$ cat src/rtl/jvs_defs_pkg.sv
// Shared JVS framing constants and the receive-FSM state type.
package jvs_defs_pkg;

  localparam logic [7:0] JVS_SYNC_BYTE      = 8'hE0;
  localparam logic [7:0] JVS_ESCAPE_BYTE    = 8'hD0;
  localparam logic [7:0] JVS_BROADCAST_ADDR = 8'hFF;

  typedef enum logic [2:0] {
    S_HUNT = 3'd0,
    S_ADDR = 3'd1,
    S_LEN  = 3'd2,
    S_DATA = 3'd3,
    S_SUM  = 3'd4
  } jvs_rx_state_t;

endpackage

$ cat src/rtl/jvs_rx_unescape.sv
// Strips JVS escape sequences and flags sync bytes; registered, one cycle latency.
module jvs_rx_unescape
  import jvs_defs_pkg::*;
(
  input  logic       clk,
  input  logic       rst,
  input  logic [7:0] raw_data,
  input  logic       raw_valid,
  output logic [7:0] unesc_data,
  output logic       unesc_valid,
  output logic       unesc_sync
);

  logic esc_q;

  always_ff @(posedge clk) begin
    if (rst) begin
      esc_q       <= 1'b0;
      unesc_data  <= 8'h00;
      unesc_valid <= 1'b0;
      unesc_sync  <= 1'b0;
    end else begin
      unesc_valid <= 1'b0;
      unesc_sync  <= 1'b0;
      if (raw_valid) begin
        if (raw_data == JVS_SYNC_BYTE) begin
          unesc_sync <= 1'b1;
          esc_q      <= 1'b0;
        end else if (!esc_q && raw_data == JVS_ESCAPE_BYTE) begin
          esc_q <= 1'b1;
        end else begin
          // an escaped byte (including a second D0) is sent as value-1
          unesc_data  <= esc_q ? raw_data + 8'd1 : raw_data;
          unesc_valid <= 1'b1;
          esc_q       <= 1'b0;
        end
      end
    end
  end

endmodule

$ cat src/rtl/jvs_frame_rx.sv
// JVS frame receiver: sync hunt, unescape, header/payload parse, checksum check.
// Optional address filtering is compiled in with JVS_RX_ADDR_FILTER_EN.
//
// state  | meaning
// S_HUNT | discard bytes until a sync byte
// S_ADDR | expecting the address field
// S_LEN  | expecting the length field
// S_DATA | receiving payload bytes
// S_SUM  | expecting the checksum byte
module jvs_frame_rx
  import jvs_defs_pkg::*;
#(
  parameter logic [7:0] MAXLEN = 8'd255
) (
  input  logic       clk,
  input  logic       rst,
  input  logic [7:0] rx_data,
  input  logic       rx_valid,
  input  logic [7:0] my_addr,
  output logic [7:0] out_data,
  output logic       out_valid,
  output logic       out_first,
  output logic       out_last,
  output logic [7:0] frame_addr,
  output logic [7:0] frame_len,
  output logic       frame_done,
  output logic       frame_ok,
  output logic       err_sum,
  output logic       err_len,
  output logic       err_sync
);

  jvs_rx_state_t state;
  logic [7:0]    sum_q;
  logic [7:0]    remaining_q;
  logic          first_q;
  logic          drop;
  logic [7:0]    u_data;
  logic          u_valid;
  logic          u_sync;
  logic          live;
  logic          len_bad;
  logic          chk_match;
  logic          last_byte;

  jvs_rx_unescape u_unescape (
    .clk         (clk),
    .rst         (rst),
    .raw_data    (rx_data),
    .raw_valid   (rx_valid),
    .unesc_data  (u_data),
    .unesc_valid (u_valid),
    .unesc_sync  (u_sync)
  );

  // Outputs decode the registered unescaper directly so the total latency stays one cycle.
  assign live       = !rst && u_valid;
  assign len_bad    = (u_data == 8'd0) || ({1'b0, u_data} > {1'b0, MAXLEN});
  assign chk_match  = (u_data == sum_q);
  assign last_byte  = (remaining_q == 8'd1);

  assign out_valid  = live && (state == S_DATA) && !drop;
  assign out_data   = out_valid ? u_data : 8'h00;
  assign out_first  = out_valid && first_q;
  assign out_last   = out_valid && last_byte;
  assign frame_done = live && (state == S_SUM) && !drop;
  assign frame_ok   = frame_done && chk_match;
  assign err_sum    = frame_done && !chk_match;
  assign err_len    = live && (state == S_LEN) && len_bad;
  assign err_sync   = !rst && u_sync && (state != S_HUNT);

  always_ff @(posedge clk) begin
    if (rst) begin
      state       <= S_HUNT;
      sum_q       <= 8'h00;
      remaining_q <= 8'h00;
      first_q     <= 1'b0;
      frame_addr  <= 8'h00;
      frame_len   <= 8'h00;
    end else if (u_sync) begin
      state <= S_ADDR;
    end else if (u_valid) begin
      case (state)
        S_ADDR: begin
          frame_addr <= u_data;
          sum_q      <= u_data;
          state      <= S_LEN;
        end
        S_LEN: begin
          frame_len <= u_data;
          sum_q     <= sum_q + u_data;
          if (len_bad) begin
            state <= S_HUNT;
          end else if (u_data == 8'd1) begin
            state <= S_SUM;
          end else begin
            remaining_q <= u_data - 8'd1;
            first_q     <= 1'b1;
            state       <= S_DATA;
          end
        end
        S_DATA: begin
          sum_q       <= sum_q + u_data;
          remaining_q <= remaining_q - 8'd1;
          first_q     <= 1'b0;
          if (last_byte) state <= S_SUM;
        end
        S_SUM:   state <= S_HUNT;
        default: state <= S_HUNT;
      endcase
    end
  end

`ifdef JVS_RX_ADDR_FILTER_EN
  // Foreign frames are still parsed so sync/length errors keep being reported.
  always_ff @(posedge clk) begin
    if (rst || u_sync) begin
      drop <= 1'b0;
    end else if (u_valid && state == S_ADDR) begin
      drop <= !(u_data == my_addr || u_data == JVS_BROADCAST_ADDR);
    end
  end
`else
  logic unused_my_addr;
  assign unused_my_addr = ^my_addr;
  assign drop           = 1'b0;
`endif

endmodule

$ cat config.mk
export PLATFORM = sky130hd
export DESIGN_NAME = jvs_frame_rx
export DESIGN_NICKNAME = d
export VERILOG_FILES = /design/src/rtl/jvs_defs_pkg.sv /design/src/rtl/jvs_rx_unescape.sv /design/src/rtl/jvs_frame_rx.sv
export SDC_FILE = /design/constraint.sdc
export NUM_CORES = 1
export LEC_CHECK = 0
export BUFFER_PORTS_ARGS = -buffer_cell sky130_fd_sc_hd__buf_4
export CORE_MARGIN = 10
export CORE_UTILIZATION = 40
export CTS_BUF_LIST = sky130_fd_sc_hd__clkbuf_16
export CTS_CLUSTER_SIZE = 16
export DETAILED_ROUTE_END_ITERATION = 8
export GPL_TIMING_DRIVEN = 0
export HOLD_SLACK_MARGIN = 0.15
export PLACE_DENSITY = 0.61
export SLEW_MARGIN = 20
export SYNTH_ARGS = -nofsm -noshare
export SYNTH_HDL_FRONTEND = slang
export SYNTH_SLANG_ARGS = --single-unit
$ cat constraint.sdc
create_clock -name clk -period 2.4 [get_ports clk]
set_clock_uncertainty 0.2 [all_clocks]
set_input_delay 0 -clock clk [delete_from_list [all_inputs] [get_ports clk]]
set_output_delay 0 -clock clk [all_outputs]
set_load 0.01 [all_outputs]
### Word-level counts from Yosys, hierarchy flattened

Cells that the tools add are included.

* add/sub/neg operators: 4
* muxes and demuxes: 19
* equality and inequality tests: 13
* reductions and logical operators: 31
* bitwise gates (word level): 4

Operators with widths (number)
* 2-to-1 mux 8 bit: 4
* case mux 8 bit (2 select lines): 2
* == test 8 x 1 -> 1 bit (second input constant): 2
* == test 8 bit (second input constant): 2
* subtractor 8 x 1 -> 8 bit (second input constant): 2
* logical AND 1 bit: 12
* AND reduction 3 bit: 4
* 2-to-1 mux 3 bit: 3
* case mux 3 bit (3 select lines): 1
* adder 8 x 1 -> 8 bit (second input constant): 1
* adder 8 bit: 1
* == test 8 bit: 1
* logical NOT 8 bit: 1
* 2-to-1 mux 1 bit: 8
* == test 3 x 2 -> 1 bit (second input constant): 2
* != test 2 bit (second input constant): 3
* nonzero test 2 bit: 3
* OR reduction 2 bit: 3
* AND reduction 5 bit: 1
* inverter 1 bit: 4
* AND reduction 2 bit: 2
* == test 3 x 1 -> 1 bit (second input constant): 1
* == test 3 bit (second input constant): 1
* logical NOT 1 bit: 3
* other kinds (4): 4

* output and inout port bits: 32
* flip-flop bits (word level): 47

### Logic depth before layout (Yosys ltp)

Gate-level depths: netlist of run 1.

* word-level depth: 6
* gate-level depth with buffers: 10

### Hierarchy

From an unflattened synthesis of run 1, not the netlist that was laid out.

* cells, all modules: 366
* area total of the unflattened synthesis: 3012.9 µm²

Modules (own cells, without submodules)
* jvs_frame_rx: area an instance 2394.8 µm², times used 1, cells each 300
* jvs_rx_unescape: area an instance 618.1 µm², times used 1, cells each 66

### Worst setup path after synthesis of run 1

OpenSTA, ideal clock, no wires.

* kind: register to register
* start: register u_unescape.unesc_data[0]
* end: register sum_q[4]
* setup slack: 0.312 ns
* buffers on the path: 0
* setup time: 0.091 ns
* cell stages (with the launch flop): 10
* arrival time: 1.797 ns
* cells stage by stage: dfxtp_1 -> ha_1 -> inv_1 -> fa_1 -> nor2b_1 -> o21ai_0 -> nand2b_1 -> xor2_1 -> nand2_1 -> a311oi_1

* longest elaborated chain between the ends: 2

RTL lines
* start: declaration: line jvs_rx_unescape.sv:9 `output logic [7:0] unesc_data,`
* start signal: assignment: line jvs_rx_unescape.sv:33 `unesc_data <= esc_q ? raw_data + 8'd1 : raw_data;`
* adder 8 bit: line jvs_frame_rx.sv:91, jvs_frame_rx.sv:103
* case mux 8 bit (2 select lines): line jvs_frame_rx.sv:83 `case (state)`
* end signal: assignment: line jvs_frame_rx.sv:86 `sum_q <= u_data;`
* end signal: assignment: line jvs_frame_rx.sv:91 `sum_q <= sum_q + u_data;`
* end signal: assignment: line jvs_frame_rx.sv:103 `sum_q <= sum_q + u_data;`
* end: declaration: line jvs_frame_rx.sv:34 `logic [7:0] sum_q;`

Every way passes these cells.
A chain may end at the register's enable or synchronous reset.

### Worst setup path after layout of run 1

* start: register u_unescape.unesc_data[1]
* end: register sum_q[7]

Same word-level chain as after synthesis.

==> reports/metrics.yaml, run 1 <==
global_routing:
  grt_pass1_wl_mm: 13.58
  antenna_found_initial: 0
  track_usage_pct: 14.57
  grt_overflow_total: 0
  grt_max_degree: 16
  grt_pass1_vias: 2684
routing:
  ant_nets: 0
  dr.pass1.iters: 4
  wl_per_cell_um: 15.28
  vias: 2838
  drtIter0Drc: 197
  drc_errors: 0
  routed_wl_mm: 8.219
  via_per_inst: 5.275
synth:
  synth_edf_count: 0
  synth.avg_cell_area_um2: 7.859
  ys_ff_latch: 47
  synth_top_area_share_pct: 32.36
  yosysMostFrequentCell: "nor2_1"
  synthSimpleGateAreaFrac_pct: 28.27
  synth.net_count: 404
  yosysWarnings: 0
  yosys.area.top_type: "dfxtp_1"
  synth_cell_types: 53
  synth_cells: 370
  muxShareOfSynthArea_pct: 3.442
  synth-xor-area-share_pct: 4.518
  syn_area_mm2: 0.002908
  synth_top_family_by_area: "simple AND/OR/NAND/NOR gates"
  synthAdderAreaFrac_pct: 6.713
  synth_compound_area_share_pct: 18.76
  synthTopCellsByCount: "nor2_1 (48), dfxtp_1 (47), nand2_1 (35), a21oi_1 (28), nor3_1 (16)"
  async_flop_share_pct: 0
  seq_area_frac_synth_pct: 32.36
  ys.flop_type: "dfxtp_1"
  yosys-top-cells-area: "dfxtp_1 (32%), nor2_1 (6.2%), ha_1 (6.0%), a21oi_1 (4.8%), nand2_1 (4.5%)"
die:
  io_pins: 51
  num_rows: 31
  die_h_um: 105.3
  die_w_um: 105.3
  die_area_mm2: 0.01108
  start_util_pct: 40.52
  core_area_mm2: 0.007176
sta:
  final.setup.tns_ns: 0
  setup_viol: 0
  slew_headroom_pct: 54.70
  finalHoldViolCount: 0
  rsz0062_at_grt: "no"
  whs_ns: 0.2564
  setup_ws_ns: 0.1671
  fin_crit_ns: 2.233
  tightest_slew_ns: 0.6796
  final_min_period_over_clock_period_pct: 93.04
  slew_violations: 0
  fmax_mhz: 447.9
clock_network:
  clock_latency_ns: 0.29
  clkTransAtPathRegs_ns: 0.07
  cts_buffers: 5
  clockBufferDepth: 2
  root_buffer: "clkbuf_16"
  cts_tree: "yes"
  htree_levels: 2
  cts_sinks: 47
flow_run:
  drv_cap: 0
final_layout:
  area_growth_pct: 27.11
  diodes: 0
  final_nets: 472
  drive_above_1_share_pct: 19.13
power:
  fin_total_pwr_mw: 1.845
  ir_drop_mv: 0.2547
  powerDensity_mw_per_mm2: 499.3
  leakagePower_nw: 1.422
run_status:
  status: "completed"
placed_design:
  port_buffers: 42
  dp_slack_ns: -0.06165
  gp_congestion: 0.8928
  dp_hpwl_mm: 5.914
setup_path:
  arrival_ns: 2.18
  crit_type: "reg2reg"
  cp-start-kind: "flip-flop"
  end_kind: "flip-flop"
  required_ns: 2.35
  cp_max_fo: 8
min_path:
  hold_path_class: "reg2reg"
## state kept, by name, indices dropped and copies added (netlist names)
| register | flops |
|---|---|
| frame_addr | 8 |
| frame_len | 8 |
| remaining_q | 8 |
| sum_q | 8 |
| u_unescape.unesc_data | 8 |
| state | 3 |
| first_q | 1 |
| u_unescape.esc_q | 1 |
| u_unescape.unesc_sync | 1 |
| u_unescape.unesc_valid | 1 |
## path summary, 6_finish.rpt
check                                        start                   endpoint  slack, ns  cells after the start
max          u_unescape.unesc_data[1]$_SDFFE_PP0P_      sum_q[7]$_SDFFE_PP0P_       0.17                      7
min                      frame_len[3]$_SDFFE_PP0P_  frame_len[3]$_SDFFE_PP0P_       0.26                      2
max reg2reg  u_unescape.unesc_data[1]$_SDFFE_PP0P_      sum_q[7]$_SDFFE_PP0P_       0.17                      7
min reg2reg              frame_len[3]$_SDFFE_PP0P_  frame_len[3]$_SDFFE_PP0P_       0.26                      2
## cells in the final DEF, fill, tap and decap left out, types with 9 or more instances in the layout
cell type      instances
inv_1                 11
mux2i_1               10
clkbuf_1              12
nand2_1               35
nor2_1                47
dfxtp_1               45
dlygate4sd3_1         16
a21oi_1               28
nand3_1               15
a211oi_1              13
nor3_1                16
o21ai_1               10
and2_1                11
buf_2                 12
buf_4                 45
ha_1                  12
xor2_1                 9
nor2b_1                9
## critical path, stage by stage, from the launching register on
cell and delay (ns):
dfxtp_2 0.43, ha_1 0.30, a211oi_1 0.25, nor2_1 0.14
a41oi_2 0.29, nor2b_1 0.19, mux2i_1 0.23, o41ai_2 0.07
## per-layer routing
metal / up-vias / share of wire [%] / GRT usage (%)
met5: - / 0 / 0
met4: 0 / 0.94 / 3.039
met3: 8 / 5.3 / 3.289
met2: 78 / 47 / 24.04
met1: 1319 / 47 / 18.95
li1: 1433 / - / -
## metrics by stage
stage / instance area (µm²) / std cells / utilization (%)
5_1_grt: 3696 / 538 / 51.51
2_1_floorplan: 2908 / 370 / -
4_1_cts: 3664 / 536 / 51.05
6_report: 3696 / 538 / 51.51
3_3_place_gp: 3347 / 511 / 46.64
3_5_place_dp: 3347 / 511 / 46.64
## power breakdown
group          switching [mW]  internal, mW  leakage (nW)
clock                   0.311         0.386        0.0740
sequential             0.0207         0.802         0.383
combinational           0.189         0.136         0.965
## logic make-up after synthesis
group,count (synthesis)
AND/OR/NAND/NOR,163
AO/OA/AOI/OAI,82
flip-flops,47
buffers and inverters,38
XOR/XNOR,15
adder cells (fa/ha/maj),15
multiplexers,10
## repair_timing
action | in CTS | in global routing
setup endpoints to repair | 3 | 6
hold buffers | 17 | 0
pin swaps | 0 | 1
buffers inserted | 0 | 3
endpoints found under the hold margin | 12 | 0
gates cloned | 0 | 0
gates resized for setup | 2 | 6
## cell type report
type / count / area, µm²
Fill cell: 702 / 3480
Sequential cell: 47 / 945.9
Clock buffer: 5 / 125.1
Buffer: 27 / 131.4
Multi-Input combinational cell: 285 / 1812
Tap cell: 99 / 123.9
Clock inverter: 3 / 18.77
Timing Repair Buffer: 61 / 498.0
Inverter: 11 / 41.29
Power figures use the tool's default switching activity.
==> run 2, diff against run 1 <==
- SYNTH_HIERARCHICAL: not set -> 1
==> run 2 against run 1 <==
- non-clock buffer count down 6
- register-to-register slack worse by 0.02 ns
- clock power up 2%
- final cell count down 0.74%
- critical endpoint is now u_unescape/unesc_sync$_SDFF_PP0_
==> reports/metrics.yaml, run 2 <==
run_status:
  status: "completed"
global_routing:
  grt_pass1_wl_mm: 13.70  # +0.86%
  grt_overflow_total: 0  # unchanged
  antenna_found_initial: 0  # unchanged
  grt_pass1_vias: 2708  # +0.89%
  grt_max_degree: 17  # +1
  track_usage_pct: 14.37  # -0.19 points
placed_design:
  gp_congestion: 0.8660  # -3.0%
  placedCellCount: 506  # -0.98%
  dp_hpwl_mm: 6.100  # +3.1%
  port_buffers: 41  # -2.4%
final_layout:
  final_common_cell: "nor2_1"
  fin_cells: 534  # -0.74%
  diodes: 0  # unchanged
  finish.utilization_pct: 52.21  # +0.71 points
  final_cell_mix: "nor2_1 (54), buf_4 (45), dfxtp_1 (45)"
  drive_above_1_share_pct: 19.31  # +0.18 points
  area_growth_pct: 26.37
  final_nets: 468  # -0.85%
sta:
  slew_headroom_pct: 56.95  # +2.3 points
  tightest_slew_ns: 0.6457  # -0.03382 ns
  slew_violations: 0  # unchanged
  whs_ns: 0.2655  # +0.009090 ns
  final.setup.tns_ns: 0  # unchanged
  rsz0062_at_grt: "no"
  finalHoldViolCount: 0  # unchanged
  final_min_period_over_clock_period_pct: 94.10  # +1.1 points
  fin_crit_ns: 2.258  # +0.02549 ns
  setup_viol: 0  # unchanged
  fmax_mhz: 442.8  # -1.1%
synth:
  ys.flop_type: "dfxtp_1"
  synth_top_family_by_area: "simple AND/OR/NAND/NOR gates"
  synthTopCellsByCount: "nor2_1 (54), dfxtp_1 (47), a21oi_1 (24), nand2_1 (22), mux2i_1 (19)"
  ys_ff_latch: 47  # unchanged
  yosysWarnings: 6  # +6
  yosys-top-cells-area: "dfxtp_1 (31%), nor2_1 (6.7%), mux2i_1 (6.3%), ha_1 (5.8%), a21oi_1 (4.0%)"
  seq_area_frac_synth_pct: 31.23  # -1.1 points
  syn_area_mm2: 0.003013  # +3.6%
  synth_top_area_share_pct: 31.23  # -1.1 points
  synth_compound_area_share_pct: 19.19  # +0.43 points
  synth_cell_types: 62  # +17%
  yosysMostFrequentCell: "nor2_1"
  synth.avg_cell_area_um2: 8.232  # +4.7%
  synth_edf_count: 0  # unchanged
  synth.net_count: 400  # -0.99%
  async_flop_share_pct: 0  # unchanged
  muxShareOfSynthArea_pct: 6.312  # +2.9 points
  yosys.area.top_type: "dfxtp_1"
  synth_cells: 366  # -1.1%
  synthAdderAreaFrac_pct: 6.478  # -0.23 points
  synth-xor-area-share_pct: 4.070  # -0.45 points
  synthSimpleGateAreaFrac_pct: 27.87  # -0.40 points
routing:
  wl_per_cell_um: 15.45  # +1.1%
  routed_wl_mm: 8.251  # +0.39%
  vias: 2841  # +0.11%
  drtIter0Drc: 148  # -25%
  dr.pass1.iters: 4  # unchanged
  drc_errors: 0  # unchanged
  via_per_inst: 5.320  # +0.86%
  ant_nets: 0  # unchanged
setup_path:
  crit_start: "rx_data[5]"
  crit_type: "in2reg"
  end_kind: "flip-flop"
  cp_max_fo: 5  # -3
  arrival_ns: 2.29  # +0.11 ns
  required_ns: 2.43  # +0.08 ns
  rr_startpoint: "u_unescape/unesc_data[5]$_SDFFE_PP0P_"
  cp-start-kind: "input pin"
power:
  switching_power_mw: 0.5616  # +7.8%
  fin_total_pwr_mw: 1.915  # +3.8%
  ir_drop_mv: 0.4543  # +78%
  powerDensity_mw_per_mm2: 503.0  # +0.73%
  leakagePower_nw: 1.489  # +4.7%
  internal_power_mw: 1.353  # +2.2%
  clkPwrFrac_pct: 37.2  # -0.6 points
  switching_share_pct: 29.33  # +1.1 points
  pwr-share-seq_pct: 44.1  # -0.5 points
  comb_power_share_pct: 18.7  # +1.1 points
min_path:
  hp-start: "remaining_q[1]$_SDFFE_PP0P_"
  hold_path_class: "reg2reg"
clock_network:
  htree_levels: 2  # unchanged
  root_buffer: "clkbuf_16"
  clkTransAtPathRegs_ns: 0.07  # about the same
  cts_sinks: 47  # unchanged
  cts_buffers: 5  # unchanged
  clock_latency_ns: 0.29  # about the same
  clockBufferDepth: 2  # unchanged
  cts_tree: "yes"
die:
  core_area_mm2: 0.007292  # +1.6%
  io_pins: 51  # unchanged
  start_util_pct: 41.32  # +0.79 points
  die_h_um: 106.8  # +1.5%
  die_w_um: 106.8  # +1.5%
  num_rows: 31  # unchanged
  die_area_mm2: 0.01140  # +2.9%
flow_run:
  drv_cap: 0  # unchanged
[run 2: timing repair]
item | in CTS | in global routing
pin swaps | 1 | 0
resized for setup | 2 | 7
buffers inserted | 2 | 0
hold endpoints to repair | 15 | 0
hold buffers | 18 | 0
setup endpoints to repair | 11 | 4
[run 2: logic make-up after synthesis]
group                    count (synthesis)
multiplexers                            19
flip-flops                              47
buffers and inverters                   35
AO/OA/AOI/OAI                           83
adder cells (fa/ha/maj)                 15
AND/OR/NAND/NOR                        153
XOR/XNOR                                14
[run 2: power by group through the flow]
stage / combinational (mW) / sequential (mW) / clock (mW)
6_report: 0.358 / 0.845 / 0.712
5_1_grt: 0.399 / 0.849 / 0.748
4_1_cts: 0.355 / 0.844 / 0.728
3_5_place_dp: 0.330 / 0.861 / 0
2_1_floorplan: 0.242 / 0.850 / 0
3_3_place_gp: 0.326 / 0.861 / 0
[run 2: layout make-up]
cell class | count | area, µm²
Buffer | 21 | 97.59
Clock inverter | 3 | 22.52
Timing Repair Buffer | 61 | 503.0
Sequential cell | 47 | 943.4
Inverter | 14 | 52.55
Multi-Input combinational cell | 284 | 1939
Fill cell | 738 | 3485
Clock buffer | 5 | 125.1
Tap cell | 99 | 123.9
[run 2: critical path, stage by stage]
cell,delay (ns)
dlygate4sd3_1,0.54
buf_4,0.15
nor2b_1,0.29
dlygate4sd3_1,0.60
and4b_1,0.18
dlygate4sd3_1,0.53
[run 2: final timing paths]
| kind | to | slack, ns | cells after the start |
|---|---|---|---|
| setup / recovery | u_unescape/unesc_sync$_SDFF_PP0_ | 0.14 | 6 |
| hold / removal | remaining_q[1]$_SDFFE_PP0P_ | 0.27 | 2 |
| setup reg to reg | sum_q[7]$_SDFFE_PP0P_ | 0.15 | 6 |
| hold reg to reg | remaining_q[1]$_SDFFE_PP0P_ | 0.27 | 2 |
[run 2: per-stage QoR]
| stage | setup WS, ns | cell area (µm²) |
|---|---|---|
| 2_1_floorplan | 0.2505 | 3013 |
| 3_3_place_gp | -0.1890 | 3445 |
| 3_5_place_dp | -0.2289 | 3445 |
| 4_1_cts | 0.07954 | 3790 |
| 5_1_grt | 0.001879 | 3807 |
| 6_report | 0.1416 | 3807 |
[run 2: per-layer routing]
metal	routed length (µm)	GRT usage, %	vias up
met5	0	0	-
li1	-	-	1442
met3	446	3.772	10
met1	3879	18.47	1323
met4	94	3.675	0
met2	3830	23.31	66
==> run 3, diff against run 2 <==
- ABC_AREA: not set -> 1
- clock period: 2.4 -> 2.5 ns (I/O delays scaled with it)
==> run 3 against run 2 <==
- via count rose by 12%
- synthesized cell count up 30%
- sequential share of layout area is 0.50 points lower
- non-clock buffer count down 9
- hold slack worse by 0.0082 ns
- core utilization increased by 0.73 points
- flip-flop and latch count is the same
- routed wire length is 3.4% higher
- total power increased by 7.4%
- sequential power is 4.3% lower
- worst setup slack got worse by 0.0078 ns
- area after synthesis increased by 0.71%
- critical path type is now reg2reg
- highest routed layer unchanged
==> reports/metrics.yaml, run 3 <==
run_status:
  status: "completed"
clock_network:
  htree_levels: 2  # unchanged
  post_cts_buffers: 0  # -2
  root_buffer: "clkbuf_16"
  cts_sinks: 47  # unchanged
  clock_latency_ns: 0.29  # about the same
  cts_tree: "yes"
  clkTransAtPathRegs_ns: 0.07  # about the same
  clockBufferDepth: 2  # unchanged
  cts_buffers: 5  # unchanged
final_layout:
  fin_cells: 645  # +21%
  drive_above_1_share_pct: 15.75  # -3.6 points
  area_growth_pct: 27.92
  final_cell_mix: "nand2_1 (115), nor2_1 (70), inv_1 (55)"
  final_common_cell: "nand2_1"
  diodes: 0  # unchanged
  final_nets: 579  # +24%
sta:
  slew_headroom_pct: 68.64  # +12 points
  fin_crit_ns: 2.366
  finalHoldViolCount: 0  # unchanged
  tightest_slew_ns: 0.4704  # -0.1753 ns
  setup_viol: 0  # unchanged
  rsz0062_at_grt: "no"
  fmax_mhz: 422.6
  slew_violations: 0  # unchanged
  final_min_period_over_clock_period_pct: 94.65
  final.setup.tns_ns: 0  # unchanged
synth:
  syn_area_mm2: 0.003034  # +0.71%
  synth_cells: 475  # +30%
  yosysMostFrequentCell: "nand2_1"
  ys_ff_latch: 47  # unchanged
  synth_edf_count: 0  # unchanged
  synth.net_count: 509  # +27%
  synth_top_area_share_pct: 31.01  # -0.22 points
  seq_area_frac_synth_pct: 31.01  # -0.22 points
  synth_cell_types: 37  # -40%
  yosys-top-cells-area: "dfxtp_1 (31%), nand2_1 (14%), nor2_1 (8.7%), inv_1 (6.8%), a21oi_1 (6.1%)"
  ys.flop_type: "dfxtp_1"
  async_flop_share_pct: 0  # unchanged
  synth.avg_cell_area_um2: 6.388  # -22%
  synthTopCellsByCount: "nand2_1 (115), nor2_1 (70), inv_1 (55), dfxtp_1 (47), a21oi_1 (37)"
  yosys.area.top_type: "dfxtp_1"
  yosysWarnings: 6  # unchanged
routing:
  routed_wl_mm: 8.531  # +3.4%
  vias: 3177  # +12%
  drc_errors: 0  # unchanged
  ant_nets: 0  # unchanged
  drtIter0Drc: 126  # -15%
  wl_per_cell_um: 13.23  # -14%
  via_per_inst: 4.926  # -7.4%
  dr.pass1.iters: 4  # unchanged
die:
  core_area_mm2: 0.007331  # +0.53%
  die_h_um: 107.1  # +0.29%
  die_w_um: 107.1  # +0.29%
  die_area_mm2: 0.01147  # +0.57%
  start_util_pct: 41.39  # +0.072 points
  io_pins: 51  # unchanged
  num_rows: 31  # unchanged
power:
  ir_drop_mv: 0.3188  # -30%
  powerDensity_mw_per_mm2: 529.9  # +5.4%
  leakagePower_nw: 1.892  # +27%
setup_path:
  cp_max_fo: 6  # +1
  end_kind: "flip-flop"
  required_ns: 2.48  # +0.05 ns
  crit_type: "reg2reg"
  cp-start-kind: "flip-flop"
  arrival_ns: 2.35  # +0.06 ns
min_path:
  hold_path_class: "reg2reg"
global_routing:
  grt_pass1_vias: 3147  # +16%
  antenna_found_initial: 0  # unchanged
  grt_max_degree: 17  # unchanged
  grt_overflow_total: 0  # unchanged
  track_usage_pct: 15.32  # +0.95 points
  grt_pass1_wl_mm: 14.71  # +7.4%
flow_run:
  drv_cap: 0  # unchanged
placed_design:
  placedCellCount: 616  # +22%
  dp_hpwl_mm: 6.555  # +7.5%
  port_buffers: 42  # +2.4%
  gp_congestion: 0.8676  # +0.18%
run 3: routing by layer:
metal  vias to the layer above  global-route usage [%]  wire length, µm
met3                         9                   3.892              468
li1                       1660                       -                -
met5                         -                       0                0
met1                      1442                   20.02             4224
met2                        66                   24.30             3737
met4                         0                   4.255              100
run 3: cell type report:
| class | count | area, µm² |
|---|---|---|
| timing repair buffer | 63 | 525.5 |
| inverter | 63 | 239.0 |
| buffer | 10 | 60.06 |
| sequential | 47 | 942.2 |
| multi-input combinational | 355 | 1794 |
| tap | 99 | 123.9 |
| clock buffer | 5 | 125.1 |
| fill | 742 | 3450 |
| clock inverter | 3 | 71.32 |
run 3: what timing repair did:
item	in CTS	in global routing
hold endpoints to repair	14	0
endpoints found under the setup margin	0	2
hold buffers	21	0
gates resized for setup	0	1
run 3: logic make-up after synthesis:
family / synth area share (%)
AOI/OAI and AO/OA: 14.52
xor gates and xnor gates: 1.443
adders and majority gates: 6.433
buffers and inverters: 9.856
DFF: 31.01
and+or+nand+nor: 36.74
run 3: power by group:
part	switching (mW)	total, mW	leakage (nW)	internal, mW
Combinational	0.221	0.358	1.41	0.137
Sequential	0.0308	0.809	0.383	0.779
Clock	0.309	0.889	0.0959	0.580
run 3: metrics by stage:
stage / hold WS (ns) / utilization (%) / cell area [µm²] / power, mW / setup WS, ns
after CTS: 0.2634 / 52.93 / 3880 / 2.071 / 0.04141
after global placement: 0.02505 / 47.38 / 3473 / 1.155 / 0.5704
after detailed placement: 0.02542 / 47.38 / 3473 / 1.160 / 0.5447
after floorplan: -0.1232 / - / 3034 / 1.055 / 0.8209
final: 0.2574 / 52.94 / 3881 / 2.057 / 0.1338
after global routing: 0.3014 / 52.94 / 3881 / 2.160 / 0.002911
run 3: final timing paths:
path,startpoint,endpoint,slack (ns),cells after the start
max,u_unescape/esc_q$_SDFFE_PP0P_,u_unescape/unesc_data[5]$_SDFFE_PP0P_,0.13,9
min,first_q$_SDFFE_PP0P_,first_q$_SDFFE_PP0P_,0.26,2
max reg2reg,u_unescape/esc_q$_SDFFE_PP0P_,u_unescape/unesc_data[5]$_SDFFE_PP0P_,0.13,9
min reg2reg,first_q$_SDFFE_PP0P_,first_q$_SDFFE_PP0P_,0.26,2
run 3: worst max-delay path, cell delays in order (launching register included):
cell and delay (ns):
dfxtp_2 0.39, nand2_2 0.10, nor2_4 0.16, nand3_1 0.08
dlygate4sd3_1 0.56, nand2_1 0.06, dlygate4sd3_1 0.54, inv_1 0.05
nor2_1 0.09, nor2_1 0.05
